File: src/rtl/seq_arith_unit.sv
// Handshaked M-bit arithmetic unit: SUB (A-2B), COMP, SUM with bit clear, U2->ZM conversion.
// Define ALU_MUL_EN to add the iterative shift-add multiply on opcode 100.
module seq_arith_unit #(
    parameter int M = 8,
    parameter int N = 3
) (
    input  logic         i_clk,
    input  logic         i_reset,
    input  logic         i_valid,
    input  logic [N-1:0] i_op,
    input  logic [M-1:0] i_arg_A,
    input  logic [M-1:0] i_arg_B,
    output logic         o_ready,
    output logic         o_busy,
    output logic         o_valid,
    output logic [M-1:0] o_result,
    output logic [3:0]   o_status
);

    localparam int IDX_W = $clog2(M);

    typedef enum logic [1:0] {IDLE, EXEC, DONE} state_t;

    state_t         state_q, state_d;
    logic [N-1:0]   op_q;
    logic [M-1:0]   a_q, b_q;
    logic [M-1:0]   result_q, result_d;
    logic [3:0]     status_q, status_d;
    logic           accept, exec_last, op_ok, is_mul;
    logic [2:0]     op_lo;

    logic [M+1:0]   sub_s, sub_u;
    logic           sub_ovf;
    logic [M:0]     sum_u;
    logic [M-1:0]   sum_bit, conv_neg;

    assign o_ready  = (state_q != EXEC);
    assign o_busy   = (state_q == EXEC);
    assign o_valid  = (state_q == DONE);
    assign o_result = result_q;
    assign o_status = status_q;

    assign accept = i_valid && o_ready;
    assign op_ok  = ((op_q >> 3) == '0);
    assign op_lo  = op_q[2:0];

    // Signed and unsigned views of A-2B share the same low bits; only the flags differ.
    assign sub_s   = {{2{a_q[M-1]}}, a_q} - {b_q[M-1], b_q, 1'b0};
    assign sub_u   = {2'b00, a_q} - {1'b0, b_q, 1'b0};
    assign sub_ovf = !((&sub_s[M+1:M-1]) || (~|sub_s[M+1:M-1]));

    // Index beyond M-1 shifts the one-hot out entirely, so nothing is cleared.
    assign sum_u    = {1'b0, a_q} + {1'b0, b_q};
    assign sum_bit  = {{(M-1){1'b0}}, 1'b1} << b_q[IDX_W-1:0];
    assign conv_neg = ~a_q + {{(M-1){1'b0}}, 1'b1};

`ifdef ALU_MUL_EN
    localparam int CNT_W = $clog2(M);

    logic [2*M-1:0] acc_q, acc_d, mcand_q;
    logic [M-1:0]   mplr_q;
    logic [CNT_W-1:0] cnt_q;

    assign is_mul    = op_ok && (op_lo == 3'b100);
    assign exec_last = !is_mul || (cnt_q == '0);
    assign acc_d     = acc_q + (mplr_q[0] ? mcand_q : '0);

    always_ff @(posedge i_clk) begin
        if (i_reset) begin
            acc_q   <= '0;
            mcand_q <= '0;
            mplr_q  <= '0;
            cnt_q   <= '0;
        end else if (accept) begin
            acc_q   <= '0;
            mcand_q <= {{M{1'b0}}, i_arg_A};
            mplr_q  <= i_arg_B;
            cnt_q   <= CNT_W'(M - 1);
        end else if (state_q == EXEC) begin
            acc_q   <= acc_d;
            mcand_q <= mcand_q << 1;
            mplr_q  <= mplr_q >> 1;
            if (cnt_q != '0) cnt_q <= cnt_q - 1'b1;
        end
    end
`else
    assign is_mul    = 1'b0;
    assign exec_last = 1'b1;
`endif

    always_comb begin
        result_d = '0;
        status_d = 4'b0000;
        if (!op_ok) begin
            status_d = 4'b0001;
        end else begin
            case (op_lo)
                3'b000: begin
                    result_d    = sub_s[M-1:0];
                    status_d[3] = sub_u[M+1];
                    status_d[2] = sub_ovf;
                end
                3'b001: begin
                    result_d = (a_q < b_q) ? {{(M-1){1'b0}}, 1'b1} : '0;
                end
                3'b010: begin
                    result_d    = sum_u[M-1:0] & ~sum_bit;
                    status_d[3] = sum_u[M];
                    status_d[2] = (a_q[M-1] == b_q[M-1]) && (sum_u[M-1] != a_q[M-1]);
                end
                3'b011: begin
                    if (!a_q[M-1]) begin
                        result_d = a_q;
                    end else if (a_q[M-2:0] == '0) begin
                        status_d[0] = 1'b1;
                    end else begin
                        result_d = {1'b1, conv_neg[M-2:0]};
                    end
                end
`ifdef ALU_MUL_EN
                3'b100: begin
                    result_d    = acc_d[M-1:0];
                    status_d[2] = |acc_d[2*M-1:M];
                end
`endif
                default: status_d = 4'b0001;
            endcase
        end
        if (!status_d[0]) status_d[1] = (result_d == '0);
    end

    always_comb begin
        state_d = state_q;
        case (state_q)
            IDLE:    if (accept) state_d = EXEC;
            EXEC:    if (exec_last) state_d = DONE;
            DONE:    state_d = accept ? EXEC : IDLE;
            default: state_d = IDLE;
        endcase
    end

    always_ff @(posedge i_clk) begin
        if (i_reset) begin
            state_q  <= IDLE;
            op_q     <= '0;
            a_q      <= '0;
            b_q      <= '0;
            result_q <= '0;
            status_q <= '0;
        end else begin
            state_q <= state_d;
            if (accept) begin
                op_q <= i_op;
                a_q  <= i_arg_A;
                b_q  <= i_arg_B;
            end
            if ((state_q == EXEC) && exec_last) begin
                result_q <= result_d;
                status_q <= status_d;
            end
        end
    end

endmodule
File: config.mk
export PLATFORM = sky130hd
export DESIGN_NAME = seq_arith_unit
export DESIGN_NICKNAME = d
export VERILOG_FILES = /design/src/rtl/seq_arith_unit.sv
export SDC_FILE = /design/constraint.sdc
export NUM_CORES = 1
export LEC_CHECK = 0
export BUFFER_PORTS_ARGS = -buffer_cell sky130_fd_sc_hd__buf_2
export CAP_MARGIN = 0
export CORE_MARGIN = 5
export CORE_UTILIZATION = 55
export CTS_CLUSTER_SIZE = 10
export DETAILED_ROUTE_END_ITERATION = 6
export PLACE_DENSITY = 0.83
export SLEW_MARGIN = 40
export SYNTH_ARGS = -nofsm -noshare
export SYNTH_HDL_FRONTEND = slang
export SYNTH_SLANG_ARGS = --single-unit
File: constraint.sdc
create_clock -name i_clk -period 5.7 [get_ports i_clk]
set_clock_uncertainty 0.1 [all_clocks]
set_input_delay 1.14 -clock i_clk [delete_from_list [all_inputs] [get_ports i_clk]]
set_output_delay 1.14 -clock i_clk [all_outputs]
set_load 0.01 [all_outputs]
# After elaboration in Yosys (flattened, before gate mapping)
# Index checks and enable logic that the tools add are counted.
[totals]
ff_bits = 33
latchBits = 0
mem_bits_rw = 0
mem_bits_ro = 0
out_inout_bits = 15
elab_cells = 48
mem_count = 0
[op_classes]
n_addsub = 4
n_mul = 0
n_div = 0
magnitude_cmp = 1
eq_ne = 9
shift = 1
mux = 12
bitwise = 3
reduce_logical = 12
[op_table]
columns = ["op", "count"]
rows = [
  ["one-hot mux 8 bit (4 select lines)", 1],
  ["subtractor 8 x 9 -> 10 bit", 2],
  ["2-to-1 mux 8 bit", 2],
  ["adder 8 x 8 -> 9 bit", 1],
  ["AND 8 bit", 1],
  ["logical NOT 8 bit", 1],
  ["less-than comparator 8 bit", 1],
  ["inverter 8 bit", 1],
  ["left shift 1 x 3 -> 8 bit, first input constant", 1],
  ["adder 7 x 1 -> 7 bit, second input constant", 1],
  ["logical NOT 7 bit", 1],
  ["inverter 7 bit", 1],
  ["== test 3 x 2 -> 1 bit, second input constant", 2],
  ["one-hot mux 2 bit (3 select lines)", 1],
  ["OR reduction 3 bit", 2],
  ["2-to-1 mux 1 bit", 5],
  ["one-hot mux 2 bit (2 select lines)", 1],
  ["== test 3 x 1 -> 1 bit, second input constant", 1],
  ["logical NOT 3 bit", 1],
  ["AND reduction 3 bit", 1],
  ["== test 2 x 1 -> 1 bit, second input constant", 1],
  ["== test 2 bit, second input constant", 1],
  ["logical AND 1 bit", 2],
  ["logical NOT 1 bit", 2],
  ["8 further kinds", 8],
]

# Depth between registers and ports, before layout
[depth]
ltp_word = 7
mapped_depth = 11
mapped_depth_nobuf = 11

# Worst setup path after synthesis
# No wires, ideal clock.
[synth_timing]
path_kind = "register -> register"
startpoint = "reg a_q[1]"
endpoint = "reg status_q[2] (netlist: o_status[2])"
setup_ns = 0.133
arrival_ns = 2.449
t_required_ns = 5.467
path_slack_ns = 3.018
stages_incl_launch_ff = 12
path_buffers = 0
period_less_slack_ns = 2.682
path_cell_list = "dfxtp_1 > inv_1 > ha_1 > inv_1 > fa_1 > a211oi_1 > o21bai_1 > a21oi_1 > xnor2_1 > mux4_2 > nand3_1 > a31oi_1"
[synth_via]
elab_chain_len = 6
[synth_lines]
columns = ["item", "line", "text"]
rows = [
  ["from (decl)", "26", "logic [M-1:0] a_q, b_q;"],
  ["from (signal assigned)", "154", "a_q <= i_arg_A;"],
  ["subtractor 8 x 9 -> 10 bit", "48", "assign sub_s = {{2{a_q[M-1]}}, a_q} - {b_q[M-1], b_q, 1'b0};"],
  ["OR reduction 3 bit", "50", "assign sub_ovf = !((&sub_s[M+1:M-1]) || (~|sub_s[M+1:M-1]));"],
  ["logical NOT 1 bit", "50", ""],
  ["logical OR 1 bit", "50", ""],
  ["logical NOT 1 bit", "50", ""],
  ["one-hot mux 2 bit (2 select lines) *", "97", "case (op_lo)"],
  ["to (signal assigned)", "159", "status_q <= status_d;"],
  ["to (decl)", "28", "logic [3:0] status_q, status_d;"],
]
# Mark *: on every way between the ends. The rest lies on a longest branch, timed or not.
# A chain may end at the register's enable or synchronous reset.

# Worst setup path in the final report
[layout_timing]
startpoint = "reg b_q[0]"
endpoint = "reg status_q[2] (netlist: o_status[2])"
[layout_via]
elab_chain_len = 6
[layout_lines]
columns = ["item", "line", "text"]
rows = [
  ["from (decl)", "26", ""],
  ["from (signal assigned)", "155", "b_q <= i_arg_B;"],
  ["subtractor 8 x 9 -> 10 bit", "48", ""],
  ["OR reduction 3 bit", "50", ""],
  ["logical NOT 1 bit", "50", ""],
  ["logical OR 1 bit", "50", ""],
  ["logical NOT 1 bit", "50", ""],
  ["one-hot mux 2 bit (2 select lines) *", "97", ""],
]
# Marks and branches as above.

==> results_dict.tcl <==
set metrics [dict create \
    hpwl_mm 4.70 \
    drt-wirelength-per-cell_microns 15.5 \
    hold_viol 0 \
    min_from "state_q[0]$_SDFFE_PP0P_" \
    fin_area_sq_um 2730 \
    ys.flop_type "dfxtp_1" \
    grt_usage_pct 21.0 \
    die_w_microns 77.0 \
    viasPerCell 5.88 \
    min_delay_worst_endpoint "state_q[0]$_SDFFE_PP0P_" \
    cp.required_ns 5.76 \
    rsz0062_at_grt "false" \
    synth_largest_area_cell "dfxtp_1" \
    die_h_microns 77.0 \
    final_util_pct 62.7 \
    start_util_pct 56.8 \
    ys_types 54 \
    cp_max_fo 12 \
    status "complete, no violations" \
    p_sw_share_pct 31.2 \
    antenna_found_initial 0 \
    final_cells 397 \
    vias 2333 \
    num_antenna_cells 0 \
    syn_inst 317 \
    yosys-top-cells-area "dfxtp_1, ha_1, nand2_1" \
    nets 392 \
    ys_ff_latch 33 \
    slew_headroom_pct 49.6 \
    syn_avg_cell_area_sq_um 7.80 \
    n_fill_cell 390 \
    intPower_w 0.000470 \
    fin_crit_sh_pct 52.7 \
    grt_overflow 0 \
    synth-edff-count 0 \
    drv_slew 0 \
    core_sq_um 4350 \
    routed_wl_mm 6.16 \
    dieArea_sq_um 5940 \
    hold_depth 1 \
    rr_startpoint "b_q[0]$_SDFFE_PP0P_" \
    p_per_area_nw_per_um2 251 \
    drt_iter0_drc 180 \
    syn-num-nets 365 \
    io_buffers 36 \
    drive_gt1_share_pct 15.9 \
    ir_drop_mv 0.162 \
    worstSetupEndpointType "flop" \
    hold_class "reg2reg" \
    dp_cells 389 \
    cts_max_path_buffers 2 \
    cts_root_buf "clkbuf_8" \
    syn_to_final_growth_pct 10.4 \
    clock_latency_ns 0.29 \
    finalSetupViolations 0 \
    async_flop_share_pct 0 \
    power.switching_w 0.000214 \
    maxCapViolations 0 \
    cts_max_level 2 \
    final_common_cell "nand2_1" \
    cp-start-kind "flop" \
    fmax_ghz 0.333 \
    post-cts-setup-buffers 0 \
    total_power_w 0.000684 \
    synth_area_sq_um 2470 \
    period_minus_slack_ns 3.00 \
    grt_max_degree 35 \
    ios 37 \
    dpl_cell_area_sq_um 2610 \
    worstMarginPinSlew_ns 0.751 \
    comb_power_share_pct 27.7 \
    grt_pass1_wl_mm 10.4 \
    setup_tns_ns 0 \
    leakagePower_nw 1.17 \
    num_rows 24 \
    cts_num_sinks 33 \
    cp.arrival_ns 3.06 \
    first_global_vias 2257 \
    postCtsHoldBufs 0 \
    seqPwrFrac_pct 38.8 \
    yosys_warnings 0 \
    power.share.clock_pct 33.5 \
    drtAntennaViolNets 0 \
    cts_resized 0 \
    routabilityCongestion 0.957 \
    numCtsBuffers 5 \
    r2r_setup_slack_ns 2.70 \
    clk_pin_slew_ns 0.07 \
    r2r_end "o_status[2]$_SDFFE_PP0P_" \
    cts_tree "built" \
    drc 0 \
    ys_seq_area_share_pct 26.7 \
    firstDrtPassIters 4 \
    synth_top_area_share_pct 26.7 \
    crit_type "reg2reg" \
    reg2regPathDepth 10 \
    layout_common_cells "nand2_1, buf_2, a21oi_1, dfxtp_1, nor2_1" \
]
worst max-delay path: stages, from the launching register on:
cell and delay (ns):
dfxtp_1 0.54, ha_1 0.26, inv_1 0.06, fa_1 0.43, a211oi_1 0.23, o21bai_1 0.10, a21oi_1 0.23, xnor2_1 0.20
mux4_2 0.53, nand3_1 0.10, a31oi_1 0.09
sequential cells by signal, summed over array words and instances (netlist names):
register and count:
a_q 8, b_q 8, o_result 8, o_status 4, op_lo 3, state_q 2
metrics by stage:
step,setup WS [ns],hold slack (ns)
global placement,2.80,0.320
floorplan,3.02,0.313
CTS,2.72,0.355
finish,2.70,0.352
detailed placement,2.75,0.346
global route,2.41,0.388
cell type report:
type / count / area (sq um) / share of cell area [%]
multi-input cells: 250 / 1640 / 60.1
flip-flops and latches: 33 / 661 / 24.2
repair buffers: 36 / 180 / 6.60
clock buffers: 7 / 86.3 / 3.16
inverters: 18 / 67.6 / 2.48
well taps: 52 / 65.1 / 2.38
clock inverters: 1 / 30.0 / 1.10
power groups by stage:
stage | clock, W | combinational, W | sequential (W)
after CTS | 0.000232 | 0.000188 | 0.000265
after global routing | 0.000246 | 0.000210 | 0.000268
after detailed placement | 0 | 0.000186 | 0.000270
after floorplan | 0 | 0.000148 | 0.000265
final | 0.000229 | 0.000189 | 0.000265
after global placement | 0 | 0.000182 | 0.000269
per-layer routing:
metal	vias up	track usage (%)	share of wire, %
met5	-	0	0
met4	0	7.90	2.5
met3	18	3.40	5.7
met2	77	36.8	48
met1	1066	25.6	43
li1	1172	-	-
cell families (layout without fill, tap and decap cells):
logic type      after synthesis  in the layout  synth area share, %
simple gates                122            122                 23.7
flops                        33             33                 26.7
fa+ha+maj                    26             26                 13.8
mux                           1              1                0.911
compound gates               88             88                 23.3
xor+xnor                     13             13                 4.61
buf+inv                      34             62                 6.98
worst max path at each step:
stage                   startpoint                        to  slack, ns  cells after the start
2_1_floorplan  a_q[1]$_SDFFE_PP0P_  o_status[2]$_SDFFE_PP0P_       3.02                     11
3_3_place_gp   b_q[0]$_SDFFE_PP0P_  o_status[2]$_SDFFE_PP0P_       2.80                     10
3_5_place_dp   b_q[0]$_SDFFE_PP0P_  o_status[2]$_SDFFE_PP0P_       2.75                     10
4_1_cts        b_q[0]$_SDFFE_PP0P_  o_status[2]$_SDFFE_PP0P_       2.72                     10
5_1_grt        b_q[0]$_SDFFE_PP0P_  o_status[2]$_SDFFE_PP0P_       2.41                     10
6_report       b_q[0]$_SDFFE_PP0P_  o_status[2]$_SDFFE_PP0P_       2.70                     10
cells in the mapped netlist, types with 7 or more instances:
cell,number
ha_1,24
nand2_1,52
xnor2_1,11
nor3_1,11
a211oi_1,10
nor2b_1,7
o21ai_0,11
dfxtp_1,33
a21oi_1,33
clkbuf_1,9
nor2_1,25
inv_1,17
(Power assumes the default switching activity.)
